[src/rtl/edge_detector_pkg.sv]
// edge_detector_pkg
//   Shared definitions for the multi-channel edge detector: the per-channel
//   event-mode encoding used to qualify rise/fall pulses into events.
package edge_detector_pkg;

  typedef enum logic [1:0] {
    MODE_OFF  = 2'b00,
    MODE_RISE = 2'b01,
    MODE_FALL = 2'b10,
    MODE_BOTH = 2'b11
  } mode_t;

endpackage

[src/rtl/edge_channel.sv]
// edge_channel
//   One channel of the edge detector: synchroniser chain, stability filter,
//   registered rise/fall pulses, mode-qualified event, saturating event
//   counter and sticky pending flag.
// Ports:
//   clk, rst        clock, synchronous active-high reset
//   in_s            raw asynchronous input
//   mode            event mode (off / rise / fall / both)
//   cnt_clr         synchronous counter clear
//   pend_clr        pending flag clear
//   level_s         filtered level
//   rise_s, fall_s  one-cycle pulses on accepted transitions
//   evt_s           combinational mode-qualified event
//   cnt             saturating event count
//   pend            sticky pending flag
module edge_channel
  import edge_detector_pkg::*;
#(
  parameter int SYNC_STAGES = 2,
  parameter int FILTER_LEN  = 4,
  parameter int CNT_W       = 8
) (
  input  logic             clk,
  input  logic             rst,
  input  logic             in_s,
  input  logic [1:0]       mode,
  input  logic             cnt_clr,
  input  logic             pend_clr,
  output logic             level_s,
  output logic             rise_s,
  output logic             fall_s,
  output logic             evt_s,
  output logic [CNT_W-1:0] cnt,
  output logic             pend
);

  localparam int STAB_W = $clog2(FILTER_LEN) + 1;
  localparam logic [STAB_W-1:0] STAB_LAST = STAB_W'(FILTER_LEN - 1);
  localparam logic [CNT_W-1:0]  CNT_MAX   = '1;
  localparam logic [CNT_W-1:0]  CNT_ONE   = CNT_W'(1);

  logic [SYNC_STAGES-1:0] sync_p0;
  logic                   s_p0;
  logic [STAB_W-1:0]      stab_p1;
  mode_t                  mode_e;

  // Stage p0: synchroniser chain, oldest sample is the synchronised level
  always_ff @(posedge clk) begin
    if (rst) begin
      sync_p0 <= '0;
    end else begin
      sync_p0 <= {sync_p0[SYNC_STAGES-2:0], in_s};
    end
  end

  assign s_p0 = sync_p0[SYNC_STAGES-1];

  // Stage p1: stability filter; a new level is accepted only after it has
  // differed from the current level on FILTER_LEN consecutive cycles, and the
  // pulse for it is registered alongside the level change.
  always_ff @(posedge clk) begin
    if (rst) begin
      level_s <= 1'b0;
      stab_p1 <= '0;
      rise_s  <= 1'b0;
      fall_s  <= 1'b0;
    end else begin
      rise_s <= 1'b0;
      fall_s <= 1'b0;
      if (s_p0 == level_s) begin
        stab_p1 <= '0;
      end else if (stab_p1 == STAB_LAST) begin
        level_s <= s_p0;
        stab_p1 <= '0;
        rise_s  <= s_p0;
        fall_s  <= ~s_p0;
      end else begin
        stab_p1 <= stab_p1 + 1'b1;
      end
    end
  end

  assign mode_e = mode_t'(mode);
  assign evt_s  = (rise_s & ((mode_e == MODE_RISE) | (mode_e == MODE_BOTH)))
                | (fall_s & ((mode_e == MODE_FALL) | (mode_e == MODE_BOTH)));

  // Stage p2: event bookkeeping; a clear coinciding with an event still
  // records that event, and a pending set wins over a pending clear.
  always_ff @(posedge clk) begin
    if (rst) begin
      cnt  <= '0;
      pend <= 1'b0;
    end else begin
      if (cnt_clr) begin
        cnt <= evt_s ? CNT_ONE : '0;
      end else if (evt_s && (cnt != CNT_MAX)) begin
        cnt <= cnt + 1'b1;
      end
      if (evt_s) begin
        pend <= 1'b1;
      end else if (pend_clr) begin
        pend <= 1'b0;
      end
    end
  end

endmodule

[src/rtl/edge_detector_multi.sv]
// edge_detector_multi
//   WIDTH independent filtered edge detectors with per-channel event mode,
//   saturating counters and sticky pending flags, plus a registered interrupt
//   that is the OR of all pending flags.
// Ports:
//   clk, rst   clock, synchronous active-high reset
//   in_s       raw asynchronous inputs, one per channel
//   mode       per-channel mode, channel i at [2i+1:2i]
//   level_s    filtered levels
//   rise_s     one-cycle pulses on accepted 0->1 transitions
//   fall_s     one-cycle pulses on accepted 1->0 transitions
//   evt_s      mode-qualified events (combinational)
//   cnt        event counts, channel i at [i*CNT_W +: CNT_W]
//   cnt_clr    per-channel counter clear
//   pend       sticky pending flags
//   pend_clr   per-channel pending clear
//   irq        registered OR of pend
module edge_detector_multi
  import edge_detector_pkg::*;
#(
  parameter int WIDTH       = 4,
  parameter int SYNC_STAGES = 2,
  parameter int FILTER_LEN  = 4,
  parameter int CNT_W       = 8
) (
  input  logic                   clk,
  input  logic                   rst,
  input  logic [WIDTH-1:0]       in_s,
  input  logic [2*WIDTH-1:0]     mode,
  output logic [WIDTH-1:0]       level_s,
  output logic [WIDTH-1:0]       rise_s,
  output logic [WIDTH-1:0]       fall_s,
  output logic [WIDTH-1:0]       evt_s,
  output logic [WIDTH*CNT_W-1:0] cnt,
  input  logic [WIDTH-1:0]       cnt_clr,
  output logic [WIDTH-1:0]       pend,
  input  logic [WIDTH-1:0]       pend_clr,
  output logic                   irq
);

  for (genvar i = 0; i < WIDTH; i++) begin : g_ch
    edge_channel #(
      .SYNC_STAGES(SYNC_STAGES),
      .FILTER_LEN (FILTER_LEN),
      .CNT_W      (CNT_W)
    ) u_ch (
      .clk     (clk),
      .rst     (rst),
      .in_s    (in_s[i]),
      .mode    (mode[2*i +: 2]),
      .cnt_clr (cnt_clr[i]),
      .pend_clr(pend_clr[i]),
      .level_s (level_s[i]),
      .rise_s  (rise_s[i]),
      .fall_s  (fall_s[i]),
      .evt_s   (evt_s[i]),
      .cnt     (cnt[i*CNT_W +: CNT_W]),
      .pend    (pend[i])
    );
  end

  // Stage p3: interrupt trails the pending flags by one cycle
  always_ff @(posedge clk) begin
    if (rst) begin
      irq <= 1'b0;
    end else begin
      irq <= |pend;
    end
  end

endmodule

[config.mk]
export PLATFORM = sky130hd
export DESIGN_NAME = edge_detector_multi
export DESIGN_NICKNAME = d
export VERILOG_FILES = /design/src/rtl/edge_detector_pkg.sv /design/src/rtl/edge_channel.sv /design/src/rtl/edge_detector_multi.sv
export SDC_FILE = /design/constraint.sdc
export NUM_CORES = 1
export LEC_CHECK = 0
export ABC_AREA = 0
export CAP_MARGIN = 30
export CORE_ASPECT_RATIO = 0.75
export CORE_MARGIN = 2
export CORE_UTILIZATION = 57
export CTS_CLUSTER_SIZE = 30
export DETAILED_ROUTE_END_ITERATION = 8
export DONT_BUFFER_PORTS = 1
export PLACE_DENSITY = 0.72
export SLEW_MARGIN = 25
export SYNTH_ARGS = -nofsm -noshare
export SYNTH_HDL_FRONTEND = slang
export SYNTH_SLANG_ARGS = --single-unit
export TNS_END_PERCENT = 1
[constraint.sdc]
create_clock -name clk -period 2.4 [get_ports clk]
set_clock_uncertainty 0.2 [all_clocks]
set_input_delay 0.48 -clock clk [delete_from_list [all_inputs] [get_ports clk]]
set_output_delay 0.48 -clock clk [all_outputs]
set_load 0.005 [all_outputs]
==> results.txt, run 1 <==
num ports -> 75
met1 usage -> 23.40%
crit path DAT -> 1990 ps
MaxCap Viol Count -> 0
Final Critical Period -> 1917 ps
initial antenna violation count -> 1
slowest cell delay on critical path -> 440 ps
Synth area leaders -> dfxtp_1, nor2_1, buf_4
Post-synth EDFFs -> 0
Mapped Cells -> 323
fmax -> 0.5215 GHz
dpl hpwl -> 3974 um
worst min path class -> input pin to flip-flop
main combinational cell family by area after synthesis -> simple AND/OR/NAND/NOR gates
Req. time, crit path -> 2480 ps
reg2reg start -> g_ch[3].u_ch.cnt[0]
die width -> 88.58 um
CP max FO -> 6
global-route wire length before repair -> 8618 um
status -> finished, final reports clean
Worst-Margin Slew -> 858.8 ps
GR met3 Demand/Resource -> 7.824%
Post-Synth Adder-Cell Area -> 4.910%
Filler Cell Count -> 474
H-Tree Depth -> 3
Worst Hold Depth -> 1
Leak Pwr -> 0.001202 uW
Routability Congestion -> 0.7658
Post-Layout Cell Count -> 388
most common cell in the synthesized netlist -> dfxtp_1
critical path type -> flip-flop to flip-flop
GR Util met2 -> 28.57%
total core area -> 5266 sq um
multi-input logic area -> 1415 sq um
async set-reset flop share out of synthesis -> 0%
Synth Area in XOR/XNOR -> 4.010%
Slew Limit Fails -> 0
DRT Pass-1 Iters -> 4
Final period util -> 79.90%
Setup Fix Bufs, Post-CTS -> 0
startpoint class of the critical path -> flip-flop
reg2reg end -> g_ch[3].u_ch.cnt[7]
ratio of cells with drive above 1 in the final layout -> 9.936%
slew margin rel. -> 42.56%
post-route antenna net violation count -> 0
worst path cell trace -> ha_1 > nand4_1 > and4bb_2 > a31o_2 > a21oi_1
PortBufs -> 0
Synth Area in Compound Gates -> 11.99%
Layout area overhead -> 5.074%
clock-pin slew on the worst setup and hold paths -> 70 ps
die footprint -> 5973 sq um
Synth Register Bits -> 69
vias in the first global route -> 1901
drt total wl -> 5694 um
RSZ-0062 raised after global routing -> false
post-synth cell types -> 49
hold_sp -> rst
DRC viols -> 0
power density over the cells -> 696.1 nW/um^2
synth warn -> 0
Worst Reg2Reg Path Length in Cells -> 5
Via Count -> 2205
Mapped Avg Cell Area -> 9.467 sq um
slowest CP cell -> dfxtp_1
syn_nets -> 357
top-area cell type share of the netlist area -> 45.17%
Hold Vio Cnt, Final -> 0
Synth Area in Simple Gates -> 21.44%
vias per inst -> 5.683
Synth Cell Area -> 3058 sq um
ys flop type -> dfxtp_1
Fin Setup TNS -> 0 ps
die height -> 67.43 um
Clk Latency, worst-skew pair -> 340 ps
Clock Sinks -> 69
Layout Nets -> 341
biggest area consumer among synthesized cells -> dfxtp_1
register area -> 1381 sq um
CP Capture Type -> flip-flop
CTS Buf Count -> 9
Max IR drop VDD -> 0.4598 mV
reg-to-reg slack, setup -> 480 ps
Most Crowded Layer GR -> met2
GRT Util Overall -> 19.01%
dpl cells -> 369
num rows -> 23
final setup fails -> 0
CTS tree -> yes
DR iter-0 viols -> 63
Post-synth top cells -> dfxtp_1, nor2_1, buf_4, inv_1, nand2_1
clk root buf -> clkbuf_8
Seq/Total Area, Yosys -> 45.17%
mux contribution to synthesized area -> 3.928%
average wire per standard cell -> 14.68 um
largest net degree at the start of global routing -> 24
total gr overflow -> 0
Longest Clk Path Bufs -> 2
hold path endpoint -> g_ch[0].u_ch.fall_s
starting density of the core -> 58.07%
-- power by group --
group / internal (uW) / switching [uW] / total (uW)
Sequential: 1150 / 4.72 / 1160
Clock: 615 / 429 / 1040
Combinational: 14.9 / 19.9 / 34.8
Total: 1780 / 454 / 2240
-- flip-flops by register name, indices dropped and copies added (netlist names) --
signal / flops
g_ch.u_ch.level_s: 4
g_ch.u_ch.rise_s: 4
irq: 1
g_ch.u_ch.stab_p1: 12
g_ch.u_ch.fall_s: 4
g_ch.u_ch.pend: 4
g_ch.u_ch.cnt: 32
g_ch.u_ch.sync_p0: 8
-- worst max path at each step --
stage,start,to,slack [ps],depth (start not counted)
final,g_ch[3].u_ch.cnt[0],g_ch[3].u_ch.cnt[7],480,5
after global routing,g_ch[3].u_ch.cnt[0],g_ch[3].u_ch.cnt[1],370,5
after CTS,g_ch[1].u_ch.rise_s,evt_s[1],470,2
after detailed placement,g_ch[2].u_ch.cnt[0],g_ch[2].u_ch.cnt[5],510,5
after global placement,g_ch[2].u_ch.cnt[0],g_ch[2].u_ch.cnt[2],560,5
after floorplan,mode[4],evt_s[2],560,3
-- placed cells by master (no fill, tap or decap), drive strengths merged, types with 6 or more instances in the layout --
cell type | synthesis | layout
nor4bb | 8 | 8
nand3 | 7 | 7
nand4 | 9 | 9
ha | 12 | 12
clkbuf | 6 | 11
o21ai | 8 | 8
and3 | 6 | 6
xnor2 | 9 | 9
a21oi | 12 | 12
nor2b | 8 | 8
mux2i | 12 | 12
or3 | 6 | 6
nor2 | 45 | 45
nand2 | 13 | 13
inv | 16 | 16
dfxtp | 69 | 69
-- through the flow --
step / worst slack [ps] / hold WS (ps) / cell area (sq um) / util [%] / total power [uW]
after floorplan: 560.2 / 199.0 / 3058 / - / 1214
after global placement: 564.4 / 207.9 / 2965 / 56.31 / 1210
after detailed placement: 513.8 / 211.8 / 2965 / 56.31 / 1210
after CTS: 474.1 / 0.2103 / 3201 / 60.77 / 2260
after global routing: 367.5 / 1.958 / 3213 / 61.01 / 2315
final: 482.5 / 18.21 / 3213 / 61.01 / 2237
-- repair_timing --
action	CTS	global route
endpoints found under the hold margin	23	1
gates resized for setup	0	0
endpoints found under the setup margin	0	0
hold buffers	1	1
-- cell families (layout without fill, tap and decap cells) --
group,count (synthesis),in the layout
AOI/OAI and AO/OA,49,49
and+or+nand+nor,120,120
muxes,12,12
buffers and inverters,47,36
DFF,69,69
xor gates and xnor gates,14,14
other,0,1
adders and majority gates,12,12
-- final cells by class --
type,instances,share of cell area (%)
flip-flops and latches,69,42.99
clock buffers,11,4.400
well taps,75,2.921
inverters,16,1.869
diodes,1,0.07788
multi-input cells,207,44.04
repair buffers,4,1.090
clock inverters,5,2.609
-- metal layers --
| metal | wire length [um] | share of wire [%] |
|---|---|---|
| met4 | 144 | 2.5 |
| met1 | 2573 | 45 |
| met3 | 507 | 8.9 |
| met2 | 2469 | 43 |
| met5 | 0 | 0 |
-- worst max-delay path: cells and delay by family (launching register included) --
family	cells	cell delay, ps
AND/OR/NAND/NOR	2	590
flip-flops	1	440
AO/OA/AOI/OAI	2	350
adder cells (fa/ha/maj)	1	270
(Power assumes the default switching activity.)
==> inputs of run 2 (changes only) <==
- ABC_AREA: 0 -> 1
- clock period: 2.4 -> 1.8 ns (I/O delays scaled with it)
==> run 2 against run 1 <==
  * Non-clock buffer count rose by 8
  * Sequential share of layout area decreased by 4.3 points
  * Via count increased by 21%
  * Critical path depth fell by 3
  * Area after synthesis up 6.8%
  * Synthesized cell count up 37%
  * Utilization is 4.7 points higher
  * Largest cell class unchanged
  * Largest power group is now the clock network
  * Highest routed layer unchanged
==> results.txt, run 2 <==
total core area -> 5439 sq um
DRC viols -> 0
global-route wire length before repair -> 10900 um
Synth Cell Area -> 3266 sq um
post-synth cell types -> 24
MaxCap Viol Count -> 0
power density over the cells -> 943.8 nW/um^2
Max IR drop VDD -> 0.5165 mV
Pint -> 2697 uW
commonest non-fill, non-tap cell in the layout -> nand2_1
clk root buf -> clkbuf_8
CTS tree -> yes
Sw Share -> 20.03%
Req. time, crit path -> 1820 ps
crit path DAT -> 1660 ps
clock share of power -> 49.6%
Clock Sinks -> 69
Layout area overhead -> 9.425%
RSZ-0062 raised after global routing -> false
CP Capture Type -> flip-flop
sequential share of power -> 46.5%
biggest regs -> g_ch.u_ch.cnt x32, g_ch.u_ch.stab_p1 x12, g_ch.u_ch.sync_p0 x8
starting density of the core -> 60.04%
Largest register FFs -> 32
vias per inst -> 5.121
Slew Limit Fails -> 0
ratio of cells with drive above 1 in the final layout -> 9.888%
Seq/Total Area, Yosys -> 42.30%
Fin Setup TNS -> 0 ps
vias in the first global route -> 2369
status -> finished, final reports clean
die height -> 69.55 um
most frequent cells in the layout -> nand2_1, inv_1, dfxtp_1
Comb power frac -> 3.9%
worst min path class -> input pin to flip-flop
drt total wl -> 6520 um
dpl hpwl -> 4587 um
Post-synth top cells -> nand2_1, inv_1, dfxtp_1, nor2_1, a21oi_1
total gr overflow -> 0
average wire per standard cell -> 12.54 um
Setup Fix Bufs, Post-CTS -> 0
largest net degree at the start of global routing -> 21
Layout Nets -> 474
DRT Pass-1 Iters -> 4
Final Critical Period -> 1643 ps
top-area cell type share of the netlist area -> 42.30%
CTS Buf Count -> 9
Mapped Cells -> 441
Routability Congestion -> 0.8555
worst path cell trace -> dlygate4sd3_1 > nor4_1
Hold Vio Cnt, Final -> 0
H-Tree Depth -> 3
slowest CP cell -> dlygate4sd3_1
crit-path leading delay family -> buffers and inverters
clock-pin slew on the worst setup and hold paths -> 70 ps
WP buf/inv -> 1
die footprint -> 6357 sq um
CP max FO -> 20
Most flops, register -> g_ch.u_ch.cnt
DR iter-0 viols -> 105
die width -> 91.40 um
post-route antenna net violation count -> 0
initial antenna violation count -> 0
async set-reset flop share out of synthesis -> 0%
Clk Latency, worst-skew pair -> 340 ps
Synth Register Bits -> 69
num ports -> 75
final setup fails -> 0
Leak Pwr -> 0.001447 uW
Net Switching -> 675.6 uW
most common cell in the synthesized netlist -> nand2_1
fmax -> 0.6088 GHz
num rows -> 23
Synth area leaders -> dfxtp_1, nand2_1, inv_1
Via Count -> 2663
Mapped Avg Cell Area -> 7.405 sq um
critical path type -> input pin to flip-flop
Worst-Margin Slew -> 808.7 ps
PortBufs -> 0
slew margin rel. -> 45.91%
biggest area consumer among synthesized cells -> dfxtp_1
syn_nets -> 475
Longest Clk Path Bufs -> 2
Post-synth EDFFs -> 0
Final period util -> 91.25%
post-cts sizing count -> 0
Hold-fix buffers, CTS -> 8
synth warn -> 0
slowest cell delay on critical path -> 830 ps
ys flop type -> dfxtp_1
GRT Util Overall -> 21.63%
diode count -> 0
startpoint class of the critical path -> input pin
Power, Total -> 3373 uW
## run 2: final timing paths
check / cells after the start / slack, ps / endpoint / start
worst max-delay path: 2 / 160 / g_ch[1].u_ch.fall_s / rst
worst min-delay path: 3 / 20 / g_ch[1].u_ch.pend / pend_clr[1]
worst max register to register: 10 / 180 / g_ch[0].u_ch.cnt[6] / g_ch[0].u_ch.cnt[0]
worst min register to register: 2 / 200 / g_ch[2].u_ch.sync_p0[1] / g_ch[2].u_ch.sync_p0[0]
## run 2: metrics by stage
step	std cells	utilization, %	setup WS, ps	area, sq um	hold WS (ps)
2_1_floorplan	441	-	343.1	3266	188.3
3_3_place_gp	496	59.24	254.5	3222	190.0
3_5_place_dp	496	59.24	203.7	3222	195.4
4_1_cts	520	65.70	139.6	3573	0.4816
5_1_grt	520	65.70	51.64	3573	2.924
6_report	520	65.70	157.4	3573	18.50
## run 2: layout make-up
class | count | area [sq um]
Tap cell | 75 | 93.84
Inverter | 71 | 266.5
Clock inverter | 6 | 133.9
Timing Repair Buffer | 12 | 110.1
Multi-Input combinational cell | 277 | 1450
Clock buffer | 10 | 137.6
Sequential cell | 69 | 1381
Fill cell | 471 | 1866
## run 2: logic make-up (layout without fill, tap and decap cells)
logic type	after synthesis	count (layout)	share of synthesized area [%]
buffers and inverters	95	99	13.29
AO/OA/AOI/OAI	66	66	10.54
flip-flops	69	69	42.30
adder cells (fa/ha/maj)	12	12	4.598
AND/OR/NAND/NOR	199	199	29.27
## run 2: routing by layer
metal  wire [um]  track usage, %  vias up
met2        2861           32.11       80
met3         505           8.370        8
li1            -               -     1382
met4          80           7.576        0
met5           0               0        -
met1        3072           28.73     1193
## run 2: power by group through the flow
stage	clock (uW)	sequential [uW]	combinational, uW
after floorplan	0	1600	93.7
after global placement	0	1600	106
after detailed placement	0	1600	107
after CTS	1710	1570	130
after global routing	1770	1570	150
final	1670	1570	131
==> inputs of run 3 (changes only) <==
- clock period: 1.8 -> 1.96 ns (I/O delays scaled with it)
==> run 3 against run 2 <==
  * Clock-buffer cell count is 1 lower
  * Hold slack better by 2.4 ps
  * Clock power is 32% lower
  * Highest routed layer unchanged
  * Worst setup slack better by 140 ps
  * Critical path depth stayed put
  * Sequential share of layout area is 1.3 points higher
  * Critical endpoint is now evt_s[1]
  * Via count is 1.8% lower
==> results.txt, run 3 (synthesis gave the netlist of run 2 again) <==
status -> finished, final reports clean
post-cts sizing count -> 0
dpl hpwl -> 4656 um
diode count -> 0
Routability Congestion -> 0.8599
Top cell by count, worst path -> nand2_1
DR iter-0 viols -> 111
Setup WS pre-CTS -> 362.7 ps
initial antenna violation count -> 0
fmax -> 0.6009 GHz
die footprint -> 6357 sq um
Slew Limit Fails -> 0
die width -> 91.40 um
DRT met1 WL -> 3028 um
worst setup margin -> 295.8 ps
DRT Pass-1 Iters -> 5
Leak Pwr -> 0.001384 uW
PortBufs -> 0
CP Capture Type -> output port
Layout area overhead -> 5.862%
crit path DAT -> 1070 ps
worst path cell trace -> nand2_1 > nand2_1
ratio of cells with drive above 1 in the final layout -> 9.545%
slew margin rel. -> 49.21%
global-route wire length before repair -> 10940 um
Hold Vio Cnt, Final -> 0
Filler Cell Count -> 459
Clock Sinks -> 69
Final Critical Period -> 1664 ps
total core area -> 5439 sq um
wire length on met3 -> 503 um
RSZ-0062 raised after global routing -> false
GRT Util Overall -> 21.46%
most frequent cells in the layout -> nand2_1, inv_1, dfxtp_1
vias in the first global route -> 2401
slowest cell delay on critical path -> 360 ps
largest net degree at the start of global routing -> 21
clk root buf -> clkbuf_8
startpoint class of the critical path -> flip-flop
num rows -> 23
Largest register FFs -> 32
Final period util -> 84.91%
die height -> 69.55 um
Fin Setup TNS -> 0 ps
final setup fails -> 0
critical path type -> flip-flop to output port
clock-pin slew on the worst setup and hold paths -> 80 ps
power density over the cells -> 779.0 nW/um^2
DRC viols -> 0
reg-to-reg slack, setup -> 360 ps
Max IR drop VDD -> 0.5047 mV
H-Tree Depth -> 3
starting density of the core -> 60.04%
average wire per standard cell -> 12.40 um
num ports -> 75
Most flops, register -> g_ch.u_ch.cnt
Placed Area -> 3207 sq um
worst min path class -> input pin to flip-flop
top layer in use -> met4
vias per inst -> 5.080
met2 WL post-DR -> 2777 um
post-route antenna net violation count -> 0
MaxCap Viol Count -> 0
Longest Clk Path Bufs -> 2
register area -> 1381 sq um
CP max FO -> 7
Clk Latency, worst-skew pair -> 350 ps
Worst-Margin Slew -> 759.3 ps
Via Count -> 2616
CTS Buf Count -> 9
drt total wl -> 6385 um
Req. time, crit path -> 1370 ps
Layout Nets -> 469
total gr overflow -> 0
CTS tree -> yes
slowest CP cell -> dfxtp_1
commonest non-fill, non-tap cell in the layout -> nand2_1
Core Util, Final -> 63.56%
biggest regs -> g_ch.u_ch.cnt x32, g_ch.u_ch.stab_p1 x12, g_ch.u_ch.sync_p0 x8
multi-input logic area -> 1450 sq um
fin area -> 3457 sq um
-- run 3: cell types whose count changed in the layout (fill, tap and decap cells not counted) --
cell	delta
clkinv_4	+2
clkinvlp_4	+2
bufinv_16	-3
buf_4	-2
dlygate4sd3_1	-3
clkbuf_8	-1
-- run 3: worst paths after layout --
kind | from | end | cells after the start
max | g_ch[1].u_ch.fall_s | evt_s[1] | 2
min | pend_clr[2] | g_ch[2].u_ch.pend | 3
max reg2reg | g_ch[3].u_ch.cnt[1] | g_ch[3].u_ch.cnt[3] | 8
min reg2reg | g_ch[0].u_ch.sync_p0[0] | g_ch[0].u_ch.sync_p0[1] | 2
-- run 3: where the power goes --
group | internal (uW) | total (uW) | leakage, uW | switching (uW)
clock network | 590 | 1140 | 0.0000954 | 550
registers | 1420 | 1440 | 0.000559 | 18.4
logic | 41.0 | 112 | 0.000729 | 71.4
-- run 3: timing repair --
item / in CTS / in global routing
setup buffers: 0 / 0
endpoints found under the hold margin: 20 / 0
hold buffers: 5 / 0
-- run 3: per-stage QoR --
stage | std cells | total power [uW] | hold WS, ps
detailed placement | 494 | 1571 | 196.9
global placement | 494 | 1568 | 192.1
CTS | 515 | 2721 | 10.38
global route | 515 | 2811 | 30.60
floorplan | 441 | 1554 | 188.3
finish | 515 | 2693 | 20.85
-- run 3: area by class of cell --
cell class | instances | area share (%)
Tap cell | 75 | 2.714
Clock buffer | 9 | 3.583
Timing Repair Buffer | 7 | 1.882
Inverter | 71 | 7.709
Multi-Input combinational cell | 277 | 41.95
Sequential cell | 69 | 39.96
Clock inverter | 7 | 2.208
-- run 3: critical path: cells and delay by family, from the launching register on --
kind	cells	cell delay, ps
simple gates	2	370
flops	1	360
-- run 3: per-layer routing --
layer / up-vias / global-route usage [%]
met5: - / 0
met4: 0 / 6.229
met3: 8 / 9.674
met1: 1145 / 27.75
li1: 1376 / -
met2: 87 / 32.35
